**src/rtl/img_pkg.sv**
```systemverilog
// Shared types and constants for the BMP pixel reader: FSM states, byte-lane
// indices within a pixel triplet, and BMP row geometry helpers.
package img_pkg;

    typedef enum logic [1:0] {
        IDLE  = 2'd0,
        FETCH = 2'd1,
        DRAIN = 2'd2
    } state_t;

    localparam logic [1:0] IDX_B = 2'd0;
    localparam logic [1:0] IDX_G = 2'd1;
    localparam logic [1:0] IDX_R = 2'd2;

    localparam int HDR_BYTES_DEF = 54;

    // BMP rows are padded up to a multiple of 4 bytes.
    function automatic int row_stride(input int width);
        return ((3 * width + 3) / 4) * 4;
    endfunction

    function automatic int pad_bytes(input int width);
        return row_stride(width) - 3 * width;
    endfunction

endpackage

```
**src/rtl/bmp_addr_gen.sv**
```systemverilog
// Byte/column/row walker over the BMP pixel array. It produces the RAM byte
// address, jumps over row padding, and flags the final byte of the frame.
module bmp_addr_gen
    import img_pkg::*;
#(
    parameter int WIDTH     = 256,
    parameter int HEIGHT    = 256,
    parameter int HDR_BYTES = HDR_BYTES_DEF,
    parameter int ADDR_W    = 18
) (
    input  logic              clka,
    input  logic              reset,
    input  logic              i_load,
    input  logic              i_step,
    output logic [ADDR_W-1:0] o_addr,
    output logic [1:0]        o_idx,
    output logic              o_last
);

    localparam int COL_W = (WIDTH  > 1) ? $clog2(WIDTH)  : 1;
    localparam int ROW_W = (HEIGHT > 1) ? $clog2(HEIGHT) : 1;

    localparam logic [COL_W-1:0]  COL_LAST = COL_W'(WIDTH - 1);
    localparam logic [ROW_W-1:0]  ROW_LAST = ROW_W'(HEIGHT - 1);
    localparam logic [ADDR_W-1:0] ADDR_HDR = ADDR_W'(HDR_BYTES);
    localparam logic [ADDR_W-1:0] ROW_JMP  = ADDR_W'(1 + pad_bytes(WIDTH));

    logic [ADDR_W-1:0] r_addr;
    logic [1:0]        r_idx;
    logic [COL_W-1:0]  r_col;
    logic [ROW_W-1:0]  r_row;
    logic              w_col_end;
    logic              w_row_end;

    assign w_col_end = (r_col == COL_LAST);
    assign w_row_end = (r_row == ROW_LAST);

    always_ff @(posedge clka or negedge reset) begin
        if (!reset) begin
            r_addr <= '0;
            r_idx  <= IDX_B;
            r_col  <= '0;
            r_row  <= '0;
        end else if (i_load) begin
            r_addr <= ADDR_HDR;
            r_idx  <= IDX_B;
            r_col  <= '0;
            r_row  <= '0;
        end else if (i_step) begin
            if (r_idx == IDX_R) begin
                r_idx  <= IDX_B;
                // Padding is skipped within the same step, so no bubble appears.
                r_addr <= r_addr + (w_col_end ? ROW_JMP : ADDR_W'(1));
                if (w_col_end) begin
                    r_col <= '0;
                    r_row <= w_row_end ? '0 : r_row + ROW_W'(1);
                end else begin
                    r_col <= r_col + COL_W'(1);
                end
            end else begin
                r_idx  <= r_idx + 2'd1;
                r_addr <= r_addr + ADDR_W'(1);
            end
        end
    end

    assign o_addr = r_addr;
    assign o_idx  = r_idx;
    assign o_last = (r_idx == IDX_R) && w_col_end && w_row_end;

endmodule

```
**src/rtl/bmp_pixel_reader.sv**
```systemverilog
// Streams 24-bit BMP pixels out of a byte-wide, 1-cycle-latency RAM as
// R/G/B bytes with a one-cycle OKout strobe, one pixel every 3 clocks.
module bmp_pixel_reader
    import img_pkg::*;
#(
    parameter int WIDTH     = 256,
    parameter int HEIGHT    = 256,
    parameter int HDR_BYTES = HDR_BYTES_DEF,
    parameter int ADDR_W    = 18
) (
    input  logic              clka,
    input  logic              reset,
    input  logic              start,
    output logic [ADDR_W-1:0] mem_addr,
    output logic              mem_en,
    input  logic [7:0]        mem_data,
    output logic [7:0]        Rout,
    output logic [7:0]        Gout,
    output logic [7:0]        Bout,
    output logic              OKout,
    output logic              busy,
    output logic              done
);

    state_t     r_state;
    state_t     w_next;
    logic       r_done;
    logic       r_dv;
    logic [1:0] r_didx;
    logic [7:0] r_b;
    logic [7:0] r_g;
    logic [7:0] r_rout;
    logic [7:0] r_gout;
    logic [7:0] r_bout;
    logic       r_ok;
    logic       w_load;
    logic       w_fetch;
    logic       w_last;
    logic       w_cap_r;
    logic [1:0] w_idx;

    assign w_load  = (r_state == IDLE) && start;
    assign w_fetch = (r_state == FETCH);
    assign w_cap_r = r_dv && (r_didx == IDX_R);

    bmp_addr_gen #(
        .WIDTH     (WIDTH),
        .HEIGHT    (HEIGHT),
        .HDR_BYTES (HDR_BYTES),
        .ADDR_W    (ADDR_W)
    ) u_addr_gen (
        .clka   (clka),
        .reset  (reset),
        .i_load (w_load),
        .i_step (w_fetch),
        .o_addr (mem_addr),
        .o_idx  (w_idx),
        .o_last (w_last)
    );

    always_ff @(posedge clka or negedge reset) begin
        if (!reset) begin
            r_state <= IDLE;
            r_done  <= 1'b0;
        end else begin
            r_state <= w_next;
            if (w_load)
                r_done <= 1'b0;
            else if ((r_state == DRAIN) && w_cap_r)
                r_done <= 1'b1;
        end
    end

    always_comb begin
        w_next = r_state;
        case (r_state)
            IDLE:    if (start)   w_next = FETCH;
            FETCH:   if (w_last)  w_next = DRAIN;
            DRAIN:   if (w_cap_r) w_next = IDLE;
            default: w_next = IDLE;
        endcase
    end

    // RAM data lags the request by one cycle, so the lane index rides along.
    always_ff @(posedge clka or negedge reset) begin
        if (!reset) begin
            r_dv   <= 1'b0;
            r_didx <= IDX_B;
            r_b    <= '0;
            r_g    <= '0;
            r_rout <= '0;
            r_gout <= '0;
            r_bout <= '0;
            r_ok   <= 1'b0;
        end else begin
            r_dv   <= w_fetch;
            r_didx <= w_idx;
            r_ok   <= w_cap_r;
            if (r_dv) begin
                case (r_didx)
                    IDX_B: r_b <= mem_data;
                    IDX_G: r_g <= mem_data;
                    IDX_R: begin
                        r_rout <= mem_data;
                        r_gout <= r_g;
                        r_bout <= r_b;
                    end
                    default: ;
                endcase
            end
        end
    end

    assign mem_en = w_fetch;
    assign busy   = (r_state != IDLE);
    assign done   = r_done;
    assign Rout   = r_rout;
    assign Gout   = r_gout;
    assign Bout   = r_bout;
    assign OKout  = r_ok;

endmodule

```
**config.mk**
```make
export PLATFORM = sky130hd
export DESIGN_NAME = bmp_pixel_reader
export DESIGN_NICKNAME = d
export VERILOG_FILES = /design/src/rtl/img_pkg.sv /design/src/rtl/bmp_addr_gen.sv /design/src/rtl/bmp_pixel_reader.sv
export SDC_FILE = /design/constraint.sdc
export NUM_CORES = 1
export LEC_CHECK = 0
export CAP_MARGIN = 0
export CORE_MARGIN = 2
export CORE_UTILIZATION = 40
export DETAILED_ROUTE_END_ITERATION = 8
export MAX_ROUTING_LAYER = met4
export PLACE_DENSITY = 0.66
export SKIP_LAST_GASP = 1
export SLEW_MARGIN = 10
export SYNTH_ARGS = -nofsm -noshare
export SYNTH_HDL_FRONTEND = slang
export SYNTH_SLANG_ARGS = --single-unit
```
**constraint.sdc**
```tcl
create_clock -name clka -period 1.7 [get_ports clka]
set_clock_uncertainty 0.1 [all_clocks]
set_input_delay 0.425 -clock clka [delete_from_list [all_inputs] [get_ports clka]]
set_output_delay 0.425 -clock clka [all_outputs]
set_load 0.01 [all_outputs]
```
# Word-level counts from Yosys, hierarchy flattened
# Cells that the tools add are included.
dict set report totals {
  elab_cells 66
  output_inout_bits 46
  register_bits 83
}
dict set report op_classes {
  mux 20
  addsub 4
  reduce_logical 18
  n_eq_ne 10
}
# cell n
set op_table {}
lappend op_table {{8-bit 2-to-1 mux} 9}
lappend op_table {{18-bit 2-to-1 mux} 2}
lappend op_table {{18-bit by 1-bit adder with 18-bit output (second input constant)} 1}
lappend op_table {{8-bit by 1-bit adder with 8-bit output (second input constant)} 2}
lappend op_table {{8-bit equality test (second input constant)} 2}
lappend op_table {{2-bit 2-to-1 mux} 6}
lappend op_table {{2-bit nonzero test} 5}
lappend op_table {{2-bit AND reduction} 4}
lappend op_table {{2-bit equality test (second input constant)} 3}
lappend op_table {{2-bit one-hot mux with 3 select lines} 1}
lappend op_table {{3-bit AND reduction} 2}
lappend op_table {{1-bit logical AND} 5}
lappend op_table {{2-bit by 1-bit equality test with 1-bit output (second input constant)} 2}
lappend op_table {{2-bit zero test} 2}
lappend op_table {{2-bit inequality test (second input constant)} 2}
lappend op_table {{2-bit by 1-bit adder with 2-bit output (second input constant)} 1}
lappend op_table {{1-bit 2-to-1 mux} 2}
lappend op_table {{2-bit by 1-bit inequality test with 1-bit output (second input constant)} 1}

# Longest topological paths before layout
dict set report logic_depth {
  word_depth 6
  depth_mapped 6
  mapped_depth_nobuf 5
}

# Hierarchy
# From an unflattened synthesis, not the netlist that was laid out.
dict set report unflattened {
  cells_unflattened 297
  hier_area_um2 3749.8
}
# mod area_each_um2 n_inst cells_each
set modules_own_cells {}
lappend modules_own_cells {bmp_addr_gen 1913.1 1 190}
lappend modules_own_cells {bmp_pixel_reader 1836.8 1 107}

# Least setup slack after synthesis
# No wires, ideal clock.
dict set report synth_timing {
  kind {reg-to-reg}
  startpoint {register u_addr_gen.r_addr[2], in the netlist u_addr_gen.o_addr[2]}
  endpoint {register u_addr_gen.r_addr[15], in the netlist u_addr_gen.o_addr[15]}
  stages_incl_launch_ff 5
  t_arrival_ns 1.645
  setup_time_ns 0.069
  slack_ns -0.114
  n_path_buf 0
  period_less_slack_ns 1.814
  cell_sequence {dfrtp_1 > nand3_4 > or4_4 > or4_1 > nand3_1}
}
dict set report synth_via {
  elab_chain_len 3
}
# item line_no
set synth_rtl {}
lappend synth_rtl {{start, declared} bmp_addr_gen.sv:28} ;# logic [ADDR_W-1:0] r_addr;
lappend synth_rtl {{start signal, assigned} bmp_addr_gen.sv:53} ;# r_addr <= r_addr + (w_col_end ? ROW_JMP : ADDR_W'(1));
lappend synth_rtl {{start signal, assigned} bmp_addr_gen.sv:62} ;# r_addr <= r_addr + ADDR_W'(1);
lappend synth_rtl {{18-bit by 1-bit adder with 18-bit output} {bmp_addr_gen.sv:53, bmp_addr_gen.sv:62}}
lappend synth_rtl {{18-bit 2-to-1 mux} bmp_addr_gen.sv:49} ;# end else if (i_step) begin
lappend synth_rtl {{18-bit 2-to-1 mux} bmp_addr_gen.sv:44} ;# end else if (i_load) begin
# No other way between the ends. The select of a mux whose other input is x is not followed.
# A chain may end at the register's enable or synchronous reset.

# Worst setup path after layout
dict set report layout_timing {
  startpoint {register r_state[1]}
  endpoint {register u_addr_gen.r_col[7]}
}
dict set report layout_via {
  elab_chain_len 4
  elab_cells_between_ends 7
  classes_between {1 x eq/ne; 1 x mux; 5 x reduce/logical}
}
# item line_no
set layout_rtl {}
lappend layout_rtl {{start, declared} bmp_pixel_reader.sv:25} ;# state_t r_state;
lappend layout_rtl {{start signal, assigned} bmp_pixel_reader.sv:66} ;# r_state <= w_next;
lappend layout_rtl {{2-bit zero test} bmp_pixel_reader.sv:42} ;# assign w_load = (r_state == IDLE) && start;
lappend layout_rtl {{1-bit logical AND} bmp_pixel_reader.sv:42}
lappend layout_rtl {{2-bit nonzero test (no source line)} -}
lappend layout_rtl {{2-bit AND reduction (no source line)} -}
lappend layout_rtl {{end signal, assigned} bmp_addr_gen.sv:58} ;# r_col <= r_col + COL_W'(1);
lappend layout_rtl {{end, declared} bmp_addr_gen.sv:30} ;# logic [COL_W-1:0] r_col;
# Parallel ways exist; a longest one is shown, timed or not.

==> flow_summary.yaml <==
run_status:
  status: "finished with violations"
  violations: "negative setup slack"
timing:
  rsz0062_at_grt: "true"
  finalHoldViolCount: 0
  tightest_slew_ns: 0.437
  max_slew_margin: 0.708
  setup-violations-final: 18
  drv_slew: 0
  timing.hold.ws_ns: 0.370
  fin_ws_ns: -0.145
  fmaxAchievable_mhz: 542
  fin_crit_sh: 1.09
  period_needed_ns: 1.85
clocking:
  clk-insertion-delay-late_ns: 0.36
  clk_path_buf_depth: 2
  clkTransAtPathRegs_ns: 0.08
  root_buffer: "clkbuf_8"
  cts_sinks: 83
  htree_levels: 3
  cts_buffers: 9
  cts_tree: "built"
routing:
  drtIter0Drc: 124
  wire_per_inst_um: 15.3
  antenna_left: 0
  drtPass1Iterations: 4
  via_count: 3025
  wl_mm: 8.90
  drc: 0
  routed_via_density: 5.22
logic_synthesis:
  synth_area_leaders: "dfrtp_1 (58%), nand2_1 (12%), mux2_2 (5.0%)"
  synthFlopType: "dfrtp_1"
  ys_ff_latch: 83
  synth_top_area_share: 0.582
  ys_async_sr_fraction: 1.00
  synth_edf_count: 0
  netlist_instances: 345
  yosys-top-cells-count: "nand2_1 (111), dfrtp_1 (83), mux2_2 (16), nand3_1 (12), nor2_1 (11)"
  synth.most_common_cell: "nand2_1"
  synth_nets: 359
  syn_area_mm2: 0.00357
  synth.distinct_cells: 43
  synth-seq-area-share: 0.582
  yosys_warnings: 0
  synth_area_leader_cell: "dfrtp_1"
  syn_avg_cell_area_um2: 10.3
worst_setup_path:
  r2r-end: "u_addr_gen.r_col[7]$_DFFE_PN0P_"
  worst_setup_path_start_kind: "flop"
  r2r_cells: 6
  reg2reg_from: "r_state[1]$_DFFE_PN0P_"
  path_class: "reg -> reg"
  reg2reg_setup_slack_ns: -0.15
  crit_path_end: "u_addr_gen.r_col[7]$_DFFE_PN0P_"
  end_kind: "flop"
  required_ns: 1.87
  cp_max_fo: 6
  cp.arrival_ns: 2.01
  startpoint: "r_state[1]$_DFFE_PN0P_"
placed_design:
  io_buffers: 56
  dp_hpwl_mm: 5.84
  gp_congestion: 0.911
  dp_slack_ns: -0.422
job:
  drv_cap: 0
die:
  placementRows: 34
  die_h_um: 98.5
  ios: 57
  die_area_mm2: 0.00970
  die_w_um: 98.5
  start_util: 0.411
  core_area_mm2: 0.00868
cells_and_area:
  multiInputGateArea_mm2: 0.00161
  area_delta_synth_final_pct: 44.3
  fin_util: 0.594
  drive_gt1_frac: 0.316
  final_nets: 481
  antenna_cells: 0
  fill_cells: 751
  regArea_mm2: 0.00209
global_route:
  grt_max_degree: 30
  antenna_found_initial: 0
  grt_pass1_wl_mm: 14.4
  gr-usage-all-layers: 0.189
  grt_overflow: 0
  grt_pass1_vias: 2995
power_and_ir_drop:
  ir_drop_uv: 804
  p_leak_nw: 2.38
  power_density_mw_per_mm2: 1480
  total_power_w: 0.00762
worst_hold_path:
  hold_start: "Rout[5]$_DFFE_PN0P_"
  holdCritPathClass: "reg -> reg"
[power by group]
part	leakage [nW]	internal, W	switching, W
combinational	1.31	0.00133	0.00141
clock	0.115	0.00101	0.000733
sequential	0.956	0.00270	0.000432
[metrics by stage]
stage               area, um^2  instances  setup TNS [ns]
detailed placement        4610        545           -7.27
CTS                       4930        571          -0.690
finish                    5150        580          -0.994
global route              5150        580           -2.73
floorplan                 3600        345         -0.0206
global placement          4610        545           -6.56
[cells in the final DEF, fill, tap and decap left out, types with 3 or more instances in the layout]
cell type / count
xor2_1: 6
a21oi_1: 5
dlygate4sd2_1: 34
bufinv_16: 3
mux2_2: 16
clkinvlp_4: 3
buf_6: 9
or4_1: 4
clkdlybuf4s15_1: 3
nand3b_1: 4
clkdlybuf4s50_1: 9
buf_4: 54
clkbuf_8: 10
nand2_1: 108
buf_2: 3
nand3_1: 10
nor3_1: 4
o21ai_0: 3
nand4_1: 8
o21ai_1: 5
dfrtp_2: 9
dfrtp_1: 74
nor2_1: 9
o211ai_1: 5
a22o_1: 3
mux2i_1: 6
xnor2_1: 4
clkbuf_2: 5
[worst max-delay path: stages, from the launching register on]
cell	delay, ns
dfrtp_1	0.41
buf_6	0.14
buf_4	0.13
or3b_4	0.45
a211oi_2	0.23
xnor2_1	0.09
nor3_1	0.19
[flip-flops by register name (all words and copies together), names as in the netlist]
signal and cells:
Bout 8, u_addr_gen.r_row 8, r_g 8, r_dv 1, u_addr_gen.r_col 8, done 1, r_b 8, r_state 2
u_addr_gen.o_addr 18, u_addr_gen.o_idx 2, r_didx 2, OKout 1, Gout 8, Rout 8
[cells by family (layout without fill, tap and decap cells)]
group	count (synthesis)	count (layout)	share of synthesized area
AO/OA/AOI/OAI	33	33	0.0599
XOR/XNOR	10	10	0.0245
adder cells (fa/ha/maj)	3	3	0.0105
buffers and inverters	14	141	0.0154
flip-flops	83	83	0.582
multiplexers	22	22	0.0673
AND/OR/NAND/NOR	180	180	0.240
[layout make-up]
class,instances,share of cell area
Timing Repair Buffer,122,0.205
Inverter,3,0.00219
Clock buffer,10,0.0267
Tap cell,108,0.0262
Clock inverter,6,0.0219
Sequential cell,83,0.405
Multi-Input combinational cell,248,0.313
[worst min path at each step]
stage	to	slack, ns	depth (start not counted)
2_1_floorplan	Bout[0]$_DFFE_PN0P_	0.03	0
3_3_place_gp	u_addr_gen.r_row[3]$_DFFE_PN0P_	0.23	1
3_5_place_dp	u_addr_gen.r_row[7]$_DFFE_PN0P_	0.24	1
4_1_cts	Gout[6]$_DFFE_PN0P_	0.37	2
5_1_grt	Bout[0]$_DFFE_PN0P_	0.39	2
6_report	Rout[5]$_DFFE_PN0P_	0.37	2
[what timing repair did]
item                       in CTS  in global routing
hold buffers                    1                  0
hold endpoints to repair       16                  0
gates resized for setup        77                 44
buffers inserted                9                  8
setup endpoints to repair      53                 40
pin swaps                       8                 16
cloned                          0                  1
[routing by layer]
layer / wire length [um] / part of all wire / global-route usage
met2: 4260 / 0.48 / 0.279
met4: 208 / 0.023 / 0.0811
met1: 3960 / 0.45 / 0.256
met5: 0 / 0 / -
met3: 463 / 0.052 / 0.0390
(Power assumes the default switching activity.)
